--- src/rtl/alarm_timer.sv ---
// Countdown timer for the anti-theft FSM: programmable 4-entry seconds table,
// one-second divider, and a one-cycle expiry pulse.
module alarm_timer #(
   parameter int CYCLES_PER_SEC = 100
) (
   input  logic       clock,
   input  logic       reset,
   input  logic       reprogram,
   input  logic [1:0] time_param_sel,
   input  logic [3:0] time_value,
   input  logic       start_timer,
   input  logic [1:0] interval_sel,
   output logic       expired,
   output logic       busy,
   output logic [3:0] remaining,
   output logic       one_hz_enable
);

   localparam int DW = $clog2(CYCLES_PER_SEC);
   localparam logic [DW-1:0] DIV_LAST = DW'(CYCLES_PER_SEC - 1);

   localparam logic [3:0] T_ARM_DELAY       = 4'd6;
   localparam logic [3:0] T_DRIVER_DELAY    = 4'd8;
   localparam logic [3:0] T_PASSENGER_DELAY = 4'd15;
   localparam logic [3:0] T_ALARM_ON        = 4'd10;

   typedef enum logic {
      IDLE,
      RUN
   } state_t;

   state_t          state_q, state_d;
   logic [3:0]      tbl_q [4];
   logic [DW-1:0]   div_q, div_d;
   logic [3:0]      rem_q, rem_d;
   logic            exp_q, exp_d;
   logic [3:0]      start_n;

   // Table read happens before any same-cycle write lands.
   assign start_n       = tbl_q[interval_sel];
   assign one_hz_enable = (div_q == DIV_LAST);
   assign busy          = (state_q == RUN);
   assign remaining     = rem_q;
   assign expired       = exp_q;

   always_comb begin
      state_d = state_q;
      div_d   = one_hz_enable ? '0 : div_q + 1'b1;
      rem_d   = rem_q;
      exp_d   = 1'b0;
      if (start_timer) begin
         div_d = '0;
         if (start_n != 4'd0) begin
            state_d = RUN;
            rem_d   = start_n;
         end else begin
            state_d = IDLE;
            rem_d   = 4'd0;
            exp_d   = 1'b1;
         end
      end else if (state_q == RUN && one_hz_enable) begin
         rem_d = rem_q - 4'd1;
         if (rem_q == 4'd1) begin
            state_d = IDLE;
            exp_d   = 1'b1;
         end
      end
   end

   always_ff @(posedge clock) begin
      if (reset) begin
         state_q  <= IDLE;
         div_q    <= '0;
         rem_q    <= 4'd0;
         exp_q    <= 1'b0;
         tbl_q[0] <= T_ARM_DELAY;
         tbl_q[1] <= T_DRIVER_DELAY;
         tbl_q[2] <= T_PASSENGER_DELAY;
         tbl_q[3] <= T_ALARM_ON;
      end else begin
         state_q <= state_d;
         div_q   <= div_d;
         rem_q   <= rem_d;
         exp_q   <= exp_d;
         if (reprogram) begin
            tbl_q[time_param_sel] <= time_value;
         end
      end
   end

endmodule

--- config.mk ---
export PLATFORM = sky130hd
export DESIGN_NAME = alarm_timer
export DESIGN_NICKNAME = d
export VERILOG_FILES = /design/src/rtl/alarm_timer.sv
export SDC_FILE = /design/constraint.sdc
export NUM_CORES = 1
export LEC_CHECK = 0
export ABC_AREA = 1
export BUFFER_PORTS_ARGS = -buffer_cell sky130_fd_sc_hd__buf_4
export CAP_MARGIN = 5
export CORE_UTILIZATION = 35
export CTS_CLUSTER_SIZE = 8
export DETAILED_ROUTE_END_ITERATION = 8
export GPL_ROUTABILITY_DRIVEN = 0
export SYNTH_ARGS = -nofsm -noshare
export SYNTH_HDL_FRONTEND = slang
export SYNTH_SLANG_ARGS = --single-unit
export TNS_END_PERCENT = 30
--- constraint.sdc ---
create_clock -name clock -period 1.7 [get_ports clock]
set_input_delay 0.34 -clock clock [delete_from_list [all_inputs] [get_ports clock]]
set_output_delay 0.34 -clock clock [all_outputs]
set_load 0.1 [all_outputs]
# After elaboration in Yosys (flattened, before gate mapping)
# Memories as Yosys holds them, arrays and structs flattened.
# Cells that the tools add are included.
# word_totals
register_bits,13
latch_bits,0
mem_bits_rw,16
rom_bits,0
inputBits,12
output_inout_bits,7
elab_cells,35
mem_count,1
# memory_table
name,words,width,read_ports,rd_clocked_by_memory_dff,wr,line,text
tbl_q,4,4,1,0,4,33,logic [3:0] tbl_q [4];
# op_classes
add_sub_neg,2
n_mul,0
div,0
order_cmp,0
eq_ne,2
n_shift,0
muxes,19
bitwise,0
n_reduce_logical,7
# ops
op,n
4-bit 2-to-1 mux,4
1-bit 2-to-1 mux,14
"7-bit by 1-bit adder with 7-bit output, second input constant",1
"7-bit == test, second input constant",1
"4-bit by 1-bit == test with 1-bit output, second input constant",1
2-bit nonzero test,2
4-bit nonzero test,1
4-bit OR reduction,1
"4-bit by 1-bit subtractor with 4-bit output, second input constant",1
3-bit OR reduction,1
2-bit 2-to-1 mux,1
2-bit AND reduction,1
1-bit logical AND,1

# Depth between registers and ports, before layout
# depth
word_depth,5
depth_mapped,9
ltp_nobuf,9

# Least setup slack after synthesis
# No wires, ideal clock.
# synth_path
kind,reg-to-reg
start,register rem_q[0] (netlist: remaining[0])
end,register rem_q[2] (netlist: remaining[2])
setup_ps,109
t_arrival_ps,1863
t_required_ps,1591
setup_slack_ps,-272
stages_incl_launch_ff,8
period_less_slack_ps,1972
path_cell_list,dfxtp_1 -> inv_1 -> ha_1 -> xor2_1 -> nand4_1 -> nand3_1 -> nand2_1 -> inv_1
# synth_via
elab_chain_cells,3
# synth_rtl
element,line,text
"start, declared",35,"logic [3:0] rem_q, rem_d;"
"start signal, assigned",83,rem_q <= rem_d;
4-bit by 1-bit subtractor with 4-bit output,62,rem_d = rem_q - 4'd1;
4-bit 2-to-1 mux,61,end else if (state_q == RUN && one_hz_enable) begin
4-bit 2-to-1 mux,51,if (start_timer) begin
# Every way passes these cells. The select of a mux whose other input is x is not followed.
# A chain may end at the register's enable or synchronous reset.

# Worst setup path in the final report
# layout_path
start,register div_q[0]
end,output port one_hz_enable
# layout_via
elab_chain_cells,1
# layout_rtl
element,line,text
"start, declared",34,"logic [DW-1:0] div_q, div_d;"
"start signal, assigned",82,div_q <= div_d;
7-bit == test,41,assign one_hz_enable = (div_q == DIV_LAST);
"end, declared",16,output logic one_hz_enable
# Every way passes these cells.

==> reports/metrics.cfg <==
[pwr]
p_sw_uw = 478
power_density_nw_per_um2 = 906
p_int_uw = 1150
leakagePower_uw = 0.000758
pwr-share-clk_pct = 34.1
power_frac_seq_pct = 49.7
switching_share_pct = 29.4
total_power_uw = 1630
combPwrFrac_pct = 16.3
vdd_drop_max_v = 0.000375

[timing]
min_period_ns = 1.68
fin_hold_ws_ns = 0.276
fmax_mhz = 596
period_share_pct = 98.8
finalSetupViolCount = 0
final.setup.tns_ns = 0
rsz0062_at_grt = true
slew_headroom_pct = 81.6
hold_violations = 0
fin_ws_ns = 0.0207
worst_slew_pin_slew_ns = 0.276
drv_slew = 0
finalClockSkew_ns = 0.00729

[clock_tree]
clock_sinks = 29
hold_buffers = 0
path_clk_slew_ns = 0.07
cts-htree-levels = 2
cts_root_buf = clkbuf_8
cts_buffers = 5
ctsLongestPathBuffers = 2
insertion_delay_ns = 0.28
cts_tree = yes

[worst_setup_path]
worst_path_largest_cell_delay_ns = 0.37
reg2reg_depth = 9
worstPathArrival_ns = 1.34
required_ns = 1.36
slowest_stage = dfxtp_4
r2r-start = div_q[0]$_SDFF_PP0_
path_cells = ha_4 -> nand2_4 -> nand3b_1 -> clkinvlp_4 -> buf_12
path_class = reg -> out
critical_path.startpoint_type = register
crit_fanout = 4
r2r_slack_ns = 0.33
r2r-end = remaining[2]$_SDFFE_PP0P_
crit_path_end_kind = output port

[detailed_routing]
remaining_drc_errors = 2
avgRoutedWirePerCell_um = 11.1
wl_um = 2790
drt_iter0_markers = 37
vias = 1175
dr.pass1.iters = 6
viasPerCell = 4.66
drtAntennaViolNets = 0

[floorplan]
start_util_pct = 36.5
std_cell_rows = 23
fp.dieW_um = 66.3
ioPinCount = 19
dieArea_um2 = 4400
die_y_um = 66.3
core_area_um2 = 3970

[global_route]
grt_pass1_vias = 1098
track_usage_pct = 14.2
grt_pass1_wl_um = 4570
grt_remaining_overflow = 0
antenna_found_initial = 0
grt_max_degree = 11

[hold_path]
holdPathStages = 2
worstHoldPathType = in -> reg
holdPathEnd = remaining[3]$_SDFFE_PP0P_
hold_path.startpoint = reset

[logic_synthesis]
ys_warn_count = 0
synth.avg_cell_area_um2 = 8.37
syn_inst = 173
synth-seq-cells = 29
syn_nets = 188
synth_area_leaders = edfxtp_1, dfxtp_1, nand2_1
yosysSeqAreaShare_pct = 51.2
synth.top_cell.area_share_pct = 33.2
yosys.area.top_type = edfxtp_1
netlist_area_um2 = 1450
ys_types = 28

[cells_and_area]
areaGrowthSynthToFinish_pct = 24.1
layout_common_cells = nand2_1, buf_4, inv_1, nand3_1
final_common_cell = nand2_1
drive_gt1_share_pct = 26.2
nets = 216
instances_no_fill = 252
n_antenna_cell = 0

[placement]
hpwl_um = 2210
dpl.cell_count = 242
pre_cts_slack_ns = 0.161
io_buffer_count = 18

[run_status]
status = finished with violations
violations = design-rule violations

[run]
cap_violations = 0

[critical path: cells and delay by family (launching register included)]
kind	cells	cell delay [ns]
DFF	1	0.37
and+or+nand+nor	2	0.26
adders and majority gates	1	0.15
buffers and inverters	2	0.30
[sequential cells by signal, indices dropped and copies added, names as in the netlist]
| name | cells |
|---|---|
| tbl_q | 16 |
| remaining | 4 |
| busy | 1 |
| div_q | 7 |
| expired | 1 |
[per-stage QoR]
| stage | utilization, % | cell area, um^2 |
|---|---|---|
| final | 45.2 | 1800 |
| after global routing | 45.2 | 1800 |
| after CTS | 44.8 | 1780 |
| after detailed placement | 42.1 | 1670 |
| after global placement | 42.1 | 1670 |
| after floorplan | - | 1470 |
[power by group through the flow]
stage               sequential [uW]  clock (uW)  combinational, uW
floorplan                       895           0                117
global placement                826           0                265
detailed placement              827           0                266
CTS                             811         565                267
global route                    815         603                288
finish                          808         554                264
[area by class of cell]
type	count	area (um^2)
tap	50	62.6
clock buffer	5	68.8
inverter	25	100
sequential	29	751
clock inverter	3	17.5
fill	413	2170
multi-input combinational	118	619
timing repair buffer	22	178
[metal layers]
metal / wire length (um) / track usage (%)
met5: 0 / 0
met4: 33 / 5.59
met3: 104 / 5.17
met2: 1400 / 25.4
met1: 1250 / 15.0
[worst max-delay path by stage]
stage | start | end | slack (ns) | cells after the start
floorplan | div_q[0]$_SDFF_PP0_ | remaining[2]$_SDFFE_PP0P_ | -0.01 | 8
global placement | div_q[0]$_SDFF_PP0_ | one_hz_enable | 0.18 | 5
detailed placement | div_q[0]$_SDFF_PP0_ | one_hz_enable | 0.16 | 5
CTS | div_q[0]$_SDFF_PP0_ | one_hz_enable | 0.003 | 5
global route | div_q[0]$_SDFF_PP0_ | one_hz_enable | -0.03 | 5
finish | div_q[0]$_SDFF_PP0_ | one_hz_enable | 0.02 | 5
[logic make-up (layout without fill, tap and decap cells)]
group / count (synthesis) / count (layout) / synth area share, %
buf+inv: 26 / 55 / 7.43
fa+ha+maj: 3 / 3 / 2.59
xor+xnor: 1 / 1 / 0.605
compound gates: 15 / 15 / 5.96
simple gates: 99 / 99 / 32.2
flops: 29 / 29 / 51.2
[cell usage after synthesis (all sizes together)]
cell type,count
a211oi,1
a21oi,8
buf,1
dfxtp,13
edfxtp,16
ha,3
inv,25
nand2,47
nand3,21
nand3b,1
nand4,3
nor2,21
nor2b,1
nor3,4
nor4,1
o211ai,1
o21a,1
o21ai,4
xor2,1
[timing repair]
item	CTS	global route
setup endpoints to repair	1	1
setup buffers	1	1
cloned	0	0
pin swaps	0	0
gates resized for setup	3	3
(Power assumes the default switching activity.)
